$ cat config.mk
export PLATFORM = sky130hd
export DESIGN_NAME = phase_tracker
export DESIGN_NICKNAME = d
export VERILOG_FILES = /design/src/rtl/dds_pkg.sv /design/src/rtl/phase_delta_calc.sv /design/src/rtl/phase_tracker.sv
export SDC_FILE = /design/constraint.sdc
export NUM_CORES = 1
export LEC_CHECK = 0
export CAP_MARGIN = 25
export CORE_MARGIN = 3
export CORE_UTILIZATION = 35
export CTS_CLUSTER_DIAMETER = 150
export DETAILED_ROUTE_END_ITERATION = 12
export DONT_BUFFER_PORTS = 1
export GPL_TIMING_DRIVEN = 0
export SYNTH_ARGS = -nofsm -noshare
export SYNTH_HDL_FRONTEND = slang
export SYNTH_HIERARCHICAL = 1
export SYNTH_SLANG_ARGS = --single-unit
$ cat constraint.sdc
create_clock -name clock -period 5.4 [get_ports clock]
set_input_delay 0.81 -clock clock [delete_from_list [all_inputs] [get_ports clock]]
set_output_delay 0.81 -clock clock [all_outputs]
set_load 0.02 [all_outputs]
$ cat src/rtl/dds_pkg.sv
// Shared types and constants for the DDS phase tracker: default phase width,
// tracker FSM states and accumulator width derivation.
package dds_pkg;

    localparam int unsigned PHASE_WIDTH_DEF = 10;

    typedef enum logic [1:0] {
        S_EMPTY,
        S_PRIMED,
        S_MEASURE
    } tracker_state_t;

    // Accumulator must hold 2^gate_log2 full-scale deltas without overflow.
    function automatic int unsigned sum_width(input int unsigned phase_width,
                                              input int unsigned gate_log2);
        return phase_width + gate_log2;
    endfunction

endpackage

$ cat src/rtl/phase_delta_calc.sv
// Combinational step analysis: modular phase delta, tolerance check against the
// previous delta, and wrap detection.
module phase_delta_calc
    import dds_pkg::*;
#(
    parameter int unsigned PHASE_WIDTH = PHASE_WIDTH_DEF,
    parameter int unsigned TOLERANCE   = 0
) (
    input  logic [PHASE_WIDTH-1:0] phase_i,
    input  logic [PHASE_WIDTH-1:0] prev_i,
    input  logic [PHASE_WIDTH-1:0] ref_delta_i,
    output logic [PHASE_WIDTH-1:0] delta_o,
    output logic                   in_tol_o,
    output logic                   wrapped_o
);

    logic [PHASE_WIDTH-1:0] diff;

    always_comb begin
        delta_o   = phase_i - prev_i;
        diff      = (delta_o >= ref_delta_i) ? (delta_o - ref_delta_i)
                                             : (ref_delta_i - delta_o);
        in_tol_o  = (32'(diff) <= TOLERANCE);
        wrapped_o = (phase_i < prev_i);
    end

endmodule

$ cat src/rtl/phase_tracker.sv
// Recovers the DDS tuning increment from a stream of wrapped phase words.
// Optional wrap_count output is enabled by defining WRAP_COUNT_EN.
module phase_tracker
    import dds_pkg::*;
#(
    parameter int unsigned PHASE_WIDTH = PHASE_WIDTH_DEF,
    parameter int unsigned GATE_LOG2   = 4,
    parameter int unsigned LOCK_COUNT  = 8,
    parameter int unsigned TOLERANCE   = 0
) (
    input  logic                   clock,
    input  logic                   reset,
    input  logic [PHASE_WIDTH-1:0] phase_in,
    input  logic                   phase_valid,
    input  logic                   clear,
    output logic [PHASE_WIDTH-1:0] inc_est,
    output logic                   inc_valid,
    output logic                   locked,
`ifdef WRAP_COUNT_EN
    output logic [15:0]            wrap_count,
`endif
    output logic                   glitch
);

    localparam int unsigned SUM_WIDTH = sum_width(PHASE_WIDTH, GATE_LOG2);
    localparam int unsigned STABLE_W  = $clog2(LOCK_COUNT + 1);
    localparam logic [GATE_LOG2:0]  GATE_LEN = (GATE_LOG2 + 1)'(1 << GATE_LOG2);
    localparam logic [STABLE_W-1:0] LOCK_MAX = STABLE_W'(LOCK_COUNT);

    tracker_state_t         state_q, state_d;
    logic [SUM_WIDTH-1:0]   sum_q, sum_d, sum_next;
    logic [GATE_LOG2:0]     cnt_q, cnt_d, cnt_inc;
    logic [STABLE_W-1:0]    stable_q, stable_d;
    logic [PHASE_WIDTH-1:0] prev_q, prev_d;
    logic [PHASE_WIDTH-1:0] ref_q, ref_d;
    logic [PHASE_WIDTH-1:0] inc_est_q, inc_est_d;
    logic                   inc_valid_q, inc_valid_d;
    logic                   locked_q, locked_d;
    logic                   glitch_q, glitch_d;
    logic [PHASE_WIDTH-1:0] delta;
    logic                   in_tol;
    logic                   wrapped;

    phase_delta_calc #(
        .PHASE_WIDTH(PHASE_WIDTH),
        .TOLERANCE  (TOLERANCE)
    ) u_delta (
        .phase_i    (phase_in),
        .prev_i     (prev_q),
        .ref_delta_i(ref_q),
        .delta_o    (delta),
        .in_tol_o   (in_tol),
        .wrapped_o  (wrapped)
    );

`ifdef WRAP_COUNT_EN
    logic [15:0] wrap_q, wrap_d;

    always_ff @(posedge clock) begin
        if (reset || clear) begin
            wrap_q <= '0;
        end else begin
            wrap_q <= wrap_d;
        end
    end

    always_comb begin
        wrap_d = wrap_q;
        if (phase_valid && (state_q != S_EMPTY) && wrapped && (wrap_q != 16'hFFFF)) begin
            wrap_d = wrap_q + 16'd1;
        end
    end

    assign wrap_count = wrap_q;
`else
    logic unused_wrapped;
    assign unused_wrapped = wrapped;
`endif

    // Clear behaves exactly like reset and also drops any coincident sample.
    always_ff @(posedge clock) begin
        if (reset || clear) begin
            state_q     <= S_EMPTY;
            sum_q       <= '0;
            cnt_q       <= '0;
            stable_q    <= '0;
            prev_q      <= '0;
            ref_q       <= '0;
            inc_est_q   <= '0;
            inc_valid_q <= 1'b0;
            locked_q    <= 1'b0;
            glitch_q    <= 1'b0;
        end else begin
            state_q     <= state_d;
            sum_q       <= sum_d;
            cnt_q       <= cnt_d;
            stable_q    <= stable_d;
            prev_q      <= prev_d;
            ref_q       <= ref_d;
            inc_est_q   <= inc_est_d;
            inc_valid_q <= inc_valid_d;
            locked_q    <= locked_d;
            glitch_q    <= glitch_d;
        end
    end

    always_comb begin
        state_d = state_q;
        if (phase_valid) begin
            unique case (state_q)
                S_EMPTY:   state_d = S_PRIMED;
                S_PRIMED:  state_d = S_MEASURE;
                S_MEASURE: state_d = S_MEASURE;
                default:   state_d = S_EMPTY;
            endcase
        end
    end

    always_comb begin
        sum_d       = sum_q;
        cnt_d       = cnt_q;
        stable_d    = stable_q;
        prev_d      = prev_q;
        ref_d       = ref_q;
        inc_est_d   = inc_est_q;
        inc_valid_d = 1'b0;
        locked_d    = locked_q;
        glitch_d    = 1'b0;
        sum_next    = sum_q + SUM_WIDTH'(delta);
        cnt_inc     = cnt_q + 1'b1;

        if (phase_valid) begin
            prev_d = phase_in;
            unique case (state_q)
                S_PRIMED: begin
                    ref_d    = delta;
                    sum_d    = SUM_WIDTH'(delta);
                    cnt_d    = (GATE_LOG2 + 1)'(1);
                    stable_d = STABLE_W'(1);
                end
                S_MEASURE: begin
                    sum_d = sum_next;
                    cnt_d = cnt_inc;
                    if (cnt_inc == GATE_LEN) begin
                        inc_est_d   = sum_next[SUM_WIDTH-1:GATE_LOG2];
                        inc_valid_d = 1'b1;
                        sum_d       = '0;
                        cnt_d       = '0;
                    end
                    if (in_tol) begin
                        if (stable_q < LOCK_MAX) begin
                            stable_d = stable_q + 1'b1;
                        end
                        if (stable_d == LOCK_MAX) begin
                            locked_d = 1'b1;
                        end
                    end else begin
                        stable_d = STABLE_W'(1);
                        locked_d = 1'b0;
                        glitch_d = 1'b1;
                    end
                    ref_d = delta;
                end
                default: ;
            endcase
        end
    end

    assign inc_est   = inc_est_q;
    assign inc_valid = inc_valid_q;
    assign locked    = locked_q;
    assign glitch    = glitch_q;

endmodule
======== Word-level counts from Yosys, hierarchy flattened ========
Cells that the tools add are included.
storage, ports and cells
  flip-flop bits (word level) ............. 58
  input port bits ......................... 14
  output and inout port bits .............. 13
cells by class
  add/sub/neg operators ................... 6
  order comparisons ....................... 3
  eq/ne operators ......................... 5
  mux-type cells .......................... 16
  bitwise logic cells ..................... 2
  reduce and logical (&&, ||, !) cells .... 9
operator list
  cell                   number
  $sub A10 B10 Y10       3
  $pmux W14 S2           1
  $mux W4                5
  $add A14 B10 Y14       1
  $mux W14               1
  $ge A10 B10 Y1         1
  $le A10 B1 Y1 const B  1
  $mux W10               1
  $pmux W5 S2            1
  $pmux W4 S2            1
  $reduce_and A3 Y1      2
  $add A5 B1 Y5 const B  1
  $eq A5 B5 Y1 const B   1
  $mux W5                1
  $add A4 B1 Y4 const B  1
  $eq A4 B4 Y1 const B   1
  $lt A4 B4 Y1 const B   1
  $mux W1                4
  $pmux W2 S2            1
  $reduce_and A2 Y1      2
  $reduce_or A3 Y1       1
  $eq A2 B1 Y1 const B   1
  $eq A2 B2 Y1 const B   1
  $logic_not A2 Y1       1
  other kinds (5)        6

======== Longest topological paths before layout ========
Gate-level depths: netlist (run 1).
  depth after elaboration ................. 10
  gate-level depth with buffers ........... 22

======== By module ========
Netlist (run 1), hierarchy kept.
modules (own cells, without submodules)
  module            times used  cells an instance  area each (um2)
  phase_tracker     1           348                2896.5
  phase_delta_calc  1           193                1376.3

======== Least setup slack after synthesis (run 1) ========
Ideal clock, no wire load.
  path kind ............................... input -> register
  start ................................... input port phase_in[0]
  end ..................................... register stable_q[2]
  arrival time ............................ 4.855 ns
  path slack .............................. 0.474 ns
  stages on the path ...................... 20
  path buffers ............................ 0
  path through ............................ inv_1 ha_1 inv_1 fa_1 a21o_1 a21oi_1 o21bai_1 a2111oi_0 nor3_1 xor2_1 ha_1 o21a_1 a21oi_2 nand2_1 or4_1 a221oi_2 nand3_1 nor2_1 nand3b_1 a21oi_1
on the way
  cells in the longest elaborated chain, start to end .. 6
  elaborated cells between the ends (all ways) .. 8
  those cells by class .................... add/sub (3); order compare (2); mux (3)
RTL lines
  element                                   RTL line                source
  start, declared                           phase_tracker.sv:13     input logic [PHASE_WIDTH-1:0] phase_in,
  $sub A10 B10 Y10 (*)                      phase_delta_calc.sv:20  delta_o = phase_i - prev_i;
  via delta[8]                              phase_tracker.sv:40     logic [PHASE_WIDTH-1:0] delta;
  $sub A10 B10 Y10 (tied with other cells)  phase_delta_calc.sv:22  : (ref_delta_i - delta_o);
  $mux W10 (*)                              phase_delta_calc.sv:21  diff = (delta_o >= ref_delta_i) ? (delta_o - ref_delta_i)
  $le A10 B1 Y1 (*)                         phase_delta_calc.sv:23  in_tol_o = (32'(diff) <= TOLERANCE);
  via in_tol                                phase_tracker.sv:41     logic in_tol;
  $mux W4 (*)                               phase_tracker.sv:150    if (in_tol) begin
  $pmux W4 S2 (*)                           phase_tracker.sv:134    unique case (state_q)
  end signal, assigned                      phase_tracker.sv:97     stable_q <= stable_d;
  end, declared                             phase_tracker.sv:33     logic [STABLE_W-1:0] stable_q, stable_d;
Mark *: on every way through the listed nets, which the timed path passes. The rest lies on a longest branch.
A chain may end at the register's enable or synchronous reset.

======== Final worst setup path (run 1) ========
  start ................................... input port phase_in[0]
  end ..................................... register stable_q[1]
Same word-level chain as after synthesis.

==> results of run 1 <==
-- sequential cells by signal, summed over array words and instances, names as in the netlist, 2 cells and up --
signal,count
prev_q,10
ref_q,10
stable_q,4
state_q,2
cnt_q,5
sum_q,14
inc_est,10
-- worst min-delay path, cell delays in order, from the launching register on --
cell	delay, ps
dfxtp_1	310
nand2_1	50
a21oi_1	50
-- timing repair --
action                                  CTS  global route
buffers inserted                          0             2
hold buffers                              0             0
endpoints found under the setup margin    3             5
pin swaps                                 0             2
resized for setup                         1             3
-- power by group --
part	total, W	internal, W	switching [W]
logic	0.000332	0.000126	0.000206
clock network	0.000672	0.000474	0.000199
registers	0.000438	0.000434	0.00000336
total	0.00144	0.00103	0.000408
-- cell type report --
| class | instances | share of cell area (%) |
|---|---|---|
| clock inverter | 5 | 2.07 |
| timing repair buffer | 2 | 0.311 |
| multi-input combinational | 412 | 58.1 |
| buffer | 24 | 3.08 |
| sequential | 58 | 24.0 |
| tap | 143 | 3.70 |
| clock buffer | 11 | 5.23 |
| inverter | 45 | 3.50 |
-- layer usage --
| layer | wire, um | share of wire, % |
|---|---|---|
| met5 | 0 | 0 |
| met1 | 4780 | 44 |
| met2 | 5120 | 47 |
| met3 | 576 | 5.3 |
| met4 | 397 | 3.7 |
-- worst min-delay path by stage --
stage                           from                    end  slack, ps  cells after the start
5_1_grt        ref_q[9]$_SDFFE_PP0P_  ref_q[9]$_SDFFE_PP0P_        490                      2
2_1_floorplan  ref_q[9]$_SDFFE_PP0P_  ref_q[9]$_SDFFE_PP0P_        440                      2
6_report       ref_q[9]$_SDFFE_PP0P_  ref_q[9]$_SDFFE_PP0P_        460                      2
4_1_cts        ref_q[9]$_SDFFE_PP0P_  ref_q[9]$_SDFFE_PP0P_        470                      2
3_5_place_dp   ref_q[9]$_SDFFE_PP0P_  ref_q[9]$_SDFFE_PP0P_        460                      2
3_3_place_gp   ref_q[9]$_SDFFE_PP0P_  ref_q[9]$_SDFFE_PP0P_        450                      2
-- metrics by stage --
stage               setup slack, ps  total power, W  cells
global placement               -428        0.000756    682
global route                   12.9         0.00151    700
floorplan                       492        0.000694    539
finish                          282         0.00144    700
detailed placement             -477        0.000765    682
CTS                            29.2         0.00144    698
==> impl_results.md, run 1 <==
- DP HPWL: 8130 um
- Largest delay share family, worst path: compound AO/OA/AOI/OAI gates
- Final Setup Violations: 0
- Worst r2r path cells: 21
- GR peak layer: met2
- Worst Setup SP: phase_in[0]
- Total track usage: 16.8%
- Buf/Inv on CP: 3
- Syn Area/Cell: 7.90 sq um
- Status: finished clean
- Slowest CP cell: or4_1
- Final RePlAce weighted congestion: 0.892
- CORE AREA: 11700 sq um
- Clock skew: 5.63 ps
- Area Growth Syn to Fin: 13.4%
- Critical path endpoint category: flip-flop
- Vias in the first global route: 3748
- CTS buffer count: 9
- FF-to-FF Start: prev_q[0]$_SDFFE_PP0P_
- Hold Crit Class: reg2reg
- Die height: 116 um
- CTS Root Cell: clkbuf_16
- Share of cells above drive strength 1: 8.44%
- CTS max path bufs: 2
- Kind of critical path: in2reg
- Syn_nets: 598
- Total negative setup slack: 0 ps
- H-tree levels: 3
- Layout fillers: 1175
- Final Hold Viols: 0
- Number of port buffers: 0
- Initial core utilization: 36.5%
- Max Cap Violations: 0
- FP Rows: 39
- CP max stage delay: 590 ps
- Min cycle time layout: 5120 ps
- Worst VDD drop: 0.194 mV
- Die width: 116 um
- RSZ-0062 raised after global routing: false
- Worst setup path end: stable_q[1]$_SDFFE_PP0P_
- Via count: 3879
- CP Cell Sequence: inv_1 -> ha_1 -> inv_1 -> fa_1 -> a21o_1 -> a21oi_1 -> o21bai_1 -> a2111oi_1 -> nor3_1 -> xor2_2 -> ha_1 -> a211oi_1 -> o21ai_1 -> a21oi_2 -> nand2_1 -> or4_1 -> a221oi_4 -> buf_4 -> nand3_2 -> o21ai_0 -> a22oi_1 -> nor2_1
- Commonest non-fill, non-tap cells in the layout: dfxtp_1, nand2_1, a21oi_1
- First-pass GRT wire length: 18100 um
- CTS sink cnt: 58
- ANT nets after route: 0
- Final period util: 94.8%
- Ant diodes: 0
- Largest net degree at the start of global routing: 11
- DRC viols: 0
- Met2 GRT Util: 27.5%
- Crit path arrival time: 5380 ps
- Fmax: 195 MHz
- Antenna violations before repair: 0
- Layout Utilization: 41.4%
- DRT Pass-1 Iters: 4
- Critical Path Start Type: input pin
- Met3 Use GR: 3.37%
- Cells after synthesis: 539
- Mapped cell area: 4260 sq um
- Die area: 13500 sq um
- Commonest non-fill, non-tap cell in the layout: dfxtp_1
- Flop2flop setup slack: 460 ps
- Drt total wl: 10900 um
- Area of the multi-input gates: 2810 sq um
- First-iteration detailed-routing DRC count: 206
- Hold Slack: 460 ps
- Register area: 1160 sq um
- Worst slew pin tran: 702 ps
- Clk_lat worst skew: 330 ps
- Placed Area: 4440 sq um
- Vias per std cell: 5.54
- P_leak: 1.92 nW
- Wire per inst: 15.5 um
- Final nets: 611
- Fin area: 4830 sq um
- Global routing usage on met1: 20.7%
- Clock transition at path regs: 50 ps
- Max-slew headroom: 53.2%
- Slew Viols, Final: 0
- Congestion Overflow GR: 0
- Yosys warning count: 6
- Worst R2R End: stable_q[1]$_SDFFE_PP0P_
- Critical Path Stages: 22
- I/O Pins: 27
- Crit-path max FO: 4
- Worst Path Required: 5660 ps
- CTS tree: done
- Pwr/cell area: 298 nW/um^2
No activity file was read; power rests on OpenSTA's default activity.
==> run 2, diff against run 1 <==
- PLACE_DENSITY_LB_ADDON: not set -> 0.25
==> impl_results.md, run 2 (synthesis results as in run 1) <==
- Status: finished clean
- CTS sink cnt: 58 (unchanged)
- ANT nets after route: 0 (unchanged)
- Placed Cells incl. Taps: 682 (unchanged)
- Final RePlAce weighted congestion: 0.865 (-2.9%)
- Crit path arrival time: 5300 ps (-80 ps)
- Most flops, register: sum_q
- Largest delay share family, worst path: compound AO/OA/AOI/OAI gates
- Congestion Overflow GR: 0 (unchanged)
- FP Rows: 39 (unchanged)
- Critical Path Start Type: input pin
- Ant diodes: 0 (unchanged)
- Antenna violations before repair: 0 (unchanged)
- Final Setup Violations: 0 (unchanged)
- Commonest non-fill, non-tap cells in the layout: dfxtp_1, nand2_1, inv_1, a21oi_1, ha_1
- Slowest CP cell: or4_1
- DP HPWL: 8200 um (+0.79%)
- Final period util: 93.5% (-1.3 points)
- Non-Filler Instances: 701 (+0.14%)
- Final Hold Viols: 0 (unchanged)
- Vias per std cell: 5.52 (-0.40%)
- Cts hold-fix bufs: 0 (unchanged)
- Max-slew headroom: 53.3% (+0.096 points)
- Critical path endpoint category: flip-flop
- Wire per inst: 15.2 um (-2.3%)
- CTS max path bufs: 2 (unchanged)
- Commonest non-fill, non-tap cell in the layout: dfxtp_1
- Number of port buffers: 0 (unchanged)
- Max Cap Violations: 0 (unchanged)
- Initial core utilization: 36.5% (unchanged)
- Critical Path Stages: 22 (unchanged)
- CORE AREA: 11700 sq um (unchanged)
- Drt total wl: 10600 um (-2.2%)
- Die area: 13500 sq um (unchanged)
- Die width: 116 um (unchanged)
- DRT Pass-1 Iters: 6 (+2)
- Min cycle time layout: 5050 ps (-70.6 ps)
- Flop2flop setup slack: 540 ps (+80 ps)
- FF-to-FF Start: prev_q[0]$_SDFFE_PP0P_
- Worst Path Required: 5650 ps (about the same)
- Vias in the first global route: 3572 (-4.7%)
- Crit-path max FO: 4 (unchanged)
- Pwr/cell area: 269 nW/um^2 (-10%)
- Layout Utilization: 40.7% (-0.68 points)
- RSZ-0062 raised after global routing: false
- CTS tree: done
- Die height: 116 um (unchanged)
- Clock skew: 9.76 ps (+4.12 ps)
- I/O Pins: 27 (unchanged)
- Share of cells above drive strength 1: 8.24% (-0.19 points)
- Buf/Inv on CP: 3 (unchanged)
- Clock transition at path regs: 50 ps (about the same)
- Final worst slack: 352 ps (+70.6 ps)
- Via count: 3869 (-0.26%)
- DRC viols: 0 (unchanged)
- Worst r2r path cells: 21 (unchanged)
- Placed Area: 4440 sq um (unchanged)
- CP Cell Sequence: inv_1 -> ha_1 -> inv_1 -> fa_1 -> a21o_1 -> a21oi_2 -> o21bai_1 -> a2111oi_1 -> nor3_1 -> xor2_2 -> ha_1 -> a211oi_1 -> o21ai_1 -> a21oi_2 -> nand2_1 -> or4_1 -> a221oi_4 -> buf_4 -> nand3_1 -> nor2_2 -> nand3b_1 -> a21oi_1
- Fin area: 4750 sq um (-1.6%)
- Worst hold path depth: 2 (unchanged)
- Kind of critical path: in2reg
- First-iteration detailed-routing DRC count: 146 (-29%)
- Pre-CTS setup slack: -558 ps (-80.5 ps)
- Worst VDD drop: 0.161 mV (-17%)
- P_leak: 1.89 nW (-1.9%)
- CTS Root Cell: clkbuf_16
- CP max stage delay: 600 ps (about the same)
- Worst R2R End: stable_q[2]$_SDFFE_PP0P_
- First-pass GRT wire length: 17600 um (-2.7%)
- Slew Viols, Final: 0 (unchanged)
- HP Start: ref_q[9]$_SDFFE_PP0P_
- CTS buffer count: 9 (unchanged)
- Layout fillers: 1148 (-2.3%)
- Hold endpoint: ref_q[9]$_SDFFE_PP0P_
- Area Growth Syn to Fin: 11.6%
- Clk_lat worst skew: 330 ps (about the same)
- Largest net degree at the start of global routing: 11 (unchanged)
- Worst slew pin tran: 701 ps (-1.43 ps)
- Max FFs per register: 14 (unchanged)
- Final nets: 612 (+0.16%)
- Total track usage: 16.3% (-0.49 points)
- H-tree levels: 3 (unchanged)
- Hold Crit Class: reg2reg
- Fmax: 198 MHz (+1.4%)
-- run 2: cell types whose count changed in the layout (fill, tap and decap cells not counted) --
cell       previous run  this run
nor2_1               38        37
clkbuf_1             10        13
clkbuf_8              2         1
nand3_2               1         0
bufinv_16             3         0
buf_4                 2         3
a21oi_1              46        45
o21ai_0              26        25
nor2_2                0         1
o21ai_1               3         4
a21oi_2               1         2
clkinv_2              2         3
nand3_1              21        22
-- run 2: per-stage QoR --
stage | power [W] | hold slack [ps] | setup TNS [ps]
3_5_place_dp | 0.000763 | 458 | -2160
6_report | 0.00128 | 463 | 0
4_1_cts | 0.00128 | 465 | 0
3_3_place_gp | 0.000759 | 447 | -1750
2_1_floorplan | 0.000694 | 436 | 0
5_1_grt | 0.00134 | 500 | 0
-- run 2: area by class of cell --
type / instances / area (sq um) / share of cell area [%]
tap: 143 / 179 / 3.77
inverter: 45 / 169 / 3.55
clock buffer: 13 / 250 / 5.27
timing repair buffer: 3 / 22.5 / 0.474
sequential: 58 / 1160 / 24.4
buffer: 24 / 149 / 3.13
clock inverter: 3 / 15.0 / 0.316
multi-input combinational: 412 / 2810 / 59.1
-- run 2: layer usage --
metal	share of wire, %	vias to the layer above	GRT usage (%)
met5	0	-	0
met4	1.6	0	5.26
met3	3.2	14	3.16
met2	48	62	27.2
met1	48	1823	21.3
li1	-	1970	-
-- run 2: how the worst max path moves through the flow --
stage                                     endpoint  slack (ps)   startpoint
after floorplan           stable_q[2]$_SDFFE_PP0P_         490  phase_in[0]
after global placement    stable_q[1]$_SDFFE_PP0P_        -480  phase_in[0]
after detailed placement  stable_q[0]$_SDFFE_PP0P_        -560  phase_in[0]
after CTS                 stable_q[1]$_SDFFE_PP0P_          80  phase_in[0]
after global routing      stable_q[0]$_SDFFE_PP0P_          40  phase_in[0]
final                     stable_q[2]$_SDFFE_PP0P_         350  phase_in[0]
-- run 2: worst reg2reg max path, stage by stage (launching register included) --
cell and delay, ps:
dfxtp_1 330, ha_1 160, inv_1 50, fa_1 400, a21o_1 210, a21oi_2 190, o21bai_1 110, a2111oi_1 420
nor3_1 180, xor2_2 220, ha_1 260, a211oi_1 210, o21ai_1 110, a21oi_2 210, nand2_1 120, or4_1 600
a221oi_4 240, buf_4 190, nand3_1 150, nor2_2 190, nand3b_1 90, a21oi_1 130
-- run 2: repair_timing --
action / 4_1_cts / 5_1_grt
pin swaps: 0 / 2
gates cloned: 0 / 0
buffers inserted: 0 / 3
setup endpoints to repair: 4 / 4
resized for setup: 2 / 4
-- run 2: power by group --
| group | leakage, nW | switching, W | total, W | internal, W |
|---|---|---|---|---|
| logic | 1.28 | 0.000201 | 0.000327 | 0.000126 |
| registers | 0.469 | 0.00000333 | 0.000438 | 0.000434 |
| clock network | 0.133 | 0.000191 | 0.000511 | 0.000320 |
| total | 1.89 | 0.000396 | 0.00128 | 0.000881 |
==> run 3, diff against run 2 <==
--- a/config.mk
+++ b/config.mk
@@ -9,3 +9,3 @@
 export CORE_MARGIN = 3
-export CORE_UTILIZATION = 35
+export CORE_UTILIZATION = 60
 export CTS_CLUSTER_DIAMETER = 150
==> constraint.sdc (replaced) <==
create_clock -name clock -period 5.4 [get_ports clock]
set_input_delay 1.08 -clock clock [delete_from_list [all_inputs] [get_ports clock]]
set_output_delay 1.08 -clock clock [all_outputs]
set_load 0.02 [all_outputs]
==> impl_results.md, run 3 (synthesis results as in run 1) <==
- Pre-CTS setup slack: -701 ps (-143 ps)
- Via count: 4019 (+3.9%)
- DRC viols: 0 (unchanged)
- Clock skew: 8.15 ps (-1.61 ps)
- Crit-path max FO: 10 (+6)
- Max-slew headroom: 51.1% (-2.1 points)
- Min cycle time layout: 5120 ps (+74.6 ps)
- Pwr/cell area: 255 nW/um^2 (-5.1%)
- CTS max path bufs: 2 (unchanged)
- Total track usage: 26.9% (+11 points)
- Worst slew pin tran: 733 ps (+32.2 ps)
- Die area: 8150 sq um (-40%)
- Die height: 90.3 um (-22%)
- Register area: 1160 sq um (unchanged)
- Hold Crit Class: reg2reg
- Critical Path Start Type: input pin
- ANT nets after route: 0 (unchanged)
- Critical path endpoint category: flip-flop
- Commonest non-fill, non-tap cell in the layout: dfxtp_1
- Met2 GRT Util: 41.6% (+14 points)
- CTS Root Cell: clkbuf_8
- P_leak: 1.87 nW (-1.1%)
- Met3 Use GR: 7.17% (+4.0 points)
- Commonest non-fill, non-tap cells in the layout: dfxtp_1, nand2_1, inv_1
- Vias per std cell: 6.14 (+11%)
- Share of cells above drive strength 1: 10.0% (+1.8 points)
- Worst r2r path cells: 20 (-4.8%)
- Crit path arrival time: 5410 ps (+110 ps)
- Ant diodes: 0 (unchanged)
- Area of the multi-input gates: 2840 sq um (+1.3%)
- GR peak layer: met2
- Largest net degree at the start of global routing: 12 (+1)
- CTS sink cnt: 58 (unchanged)
- Vias in the first global route: 3764 (+5.4%)
- Final nets: 613 (+0.16%)
- Flop2flop setup slack: 690 ps (+150 ps)
- Antenna violations before repair: 0 (unchanged)
- Most flops, register: sum_q
- Clock transition at path regs: 70 ps (+20 ps)
- First-iteration detailed-routing DRC count: 293 (+100%)
- Final Hold Viols: 0 (unchanged)
- First-pass GRT wire length: 18000 um (+2.1%)
- Worst VDD drop: 0.227 mV (+41%)
- Status: finished clean
- Max FFs per register: 14 (unchanged)
- FF-to-FF Start: prev_q[0]$_SDFFE_PP0P_
- CORE AREA: 6830 sq um (-41%)
- Clk_lat worst skew: 350 ps (+20 ps)
- Congestion Overflow GR: 0 (unchanged)
- Worst R2R End: stable_q[2]$_SDFFE_PP0P_
- Drt total wl: 10700 um (+0.18%)
- Final RePlAce weighted congestion: 0.895 (+3.5%)
- I/O Pins: 27 (unchanged)
- Initial core utilization: 62.3% (+26 points)
- CTS buffer count: 9 (unchanged)
- Layout fillers: 582 (-49%)
- Die width: 90.3 um (-22%)
- Slew Viols, Final: 0 (unchanged)
- Kind of critical path: in2reg
- Worst hold path depth: 2 (unchanged)
- Number of port buffers: 0 (unchanged)
- FP Rows: 30 (-23%)
- Final Setup Violations: 0 (unchanged)
- DRT Pass-1 Iters: 5 (-1)
- Final worst slack: 278 ps (-74.6 ps)
- Global routing usage on met1: 34.8% (+14 points)
- Final period util: 94.9% (+1.4 points)
- HP Start: ref_q[9]$_SDFFE_PP0P_
- Fmax: 195 MHz (-1.5%)
- Wire per inst: 16.3 um (+7.2%)
- Cts hold-fix bufs: 0 (unchanged)
- Hold endpoint: ref_q[9]$_SDFFE_PP0P_
- H-tree levels: 3 (unchanged)
- Area Growth Syn to Fin: 9.78%
- CTS tree: done
- Worst Path Required: 5690 ps (+40 ps)
- DP HPWL: 7780 um (-5.1%)
- Hold Slack: 462 ps (-1.01 ps)
- Max Cap Violations: 0 (unchanged)
==> run 3: area by class of cell <==
type | count | area share (%)
Tap cell | 96 | 2.57
Clock inverter | 6 | 1.39
Multi-Input combinational cell | 412 | 60.8
Sequential cell | 58 | 24.8
Timing Repair Buffer | 4 | 0.642
Clock buffer | 10 | 2.94
Buffer | 24 | 3.18
Inverter | 45 | 3.61
==> run 3: report_power, final <==
group	internal [W]	leakage [nW]	switching, W
registers	0.000433	0.469	0.00000356
logic	0.000132	1.29	0.000205
clock network	0.000226	0.103	0.000191
total	0.000792	1.87	0.000400
==> run 3: stage by stage <==
step	setup TNS [ps]	cell area (sq um)	cells	total power (W)	util [%]
6_report	0	4680	655	0.00119	68.4
3_5_place_dp	-2970	4380	635	0.000759	64.1
5_1_grt	-16.2	4680	655	0.00125	68.4
4_1_cts	0	4600	652	0.00118	67.3
2_1_floorplan	0	4260	539	0.000694	-
3_3_place_gp	-2560	4380	635	0.000751	64.1
==> run 3: worst max path at each step <==
stage | from | endpoint | slack (ps) | depth (start not counted)
floorplan | phase_in[0] | stable_q[2]$_SDFFE_PP0P_ | 220 | 20
global route | phase_in[0] | stable_q[2]$_SDFFE_PP0P_ | -20 | 21
detailed placement | phase_in[0] | stable_q[1]$_SDFFE_PP0P_ | -700 | 20
finish | phase_in[0] | stable_q[2]$_SDFFE_PP0P_ | 280 | 21
global placement | phase_in[0] | stable_q[1]$_SDFFE_PP0P_ | -630 | 20
CTS | phase_in[0] | stable_q[1]$_SDFFE_PP0P_ | 7 | 21
==> run 3: per-layer routing <==
| metal | share of wire [%] | vias up |
|---|---|---|
| met5 | 0 | - |
| met4 | 2.3 | 0 |
| li1 | - | 1967 |
| met1 | 46 | 1905 |
| met3 | 5.5 | 18 |
| met2 | 46 | 129 |
==> run 3: repair_timing <==
action | in CTS | in global routing
pin swaps | 2 | 4
buffers inserted | 1 | 3
gates resized for setup | 1 | 13
endpoints found under the setup margin | 4 | 5
==> run 3: critical path: stages <==
cell      delay [ps]
inv_1             40
ha_1             170
inv_1             60
fa_1             400
a21o_1           210
a21oi_2          160
o21bai_1         120
a21oi_1          250
xnor2_2          220
ha_1             300
buf_2            180
nand4_2          170
o21ai_1          130
a21oi_2          230
nand2_1          120
or4_1            590
a221oi_4         440
nand3_4          160
nor2_4           130
nand3b_1          80
a21oi_1          140
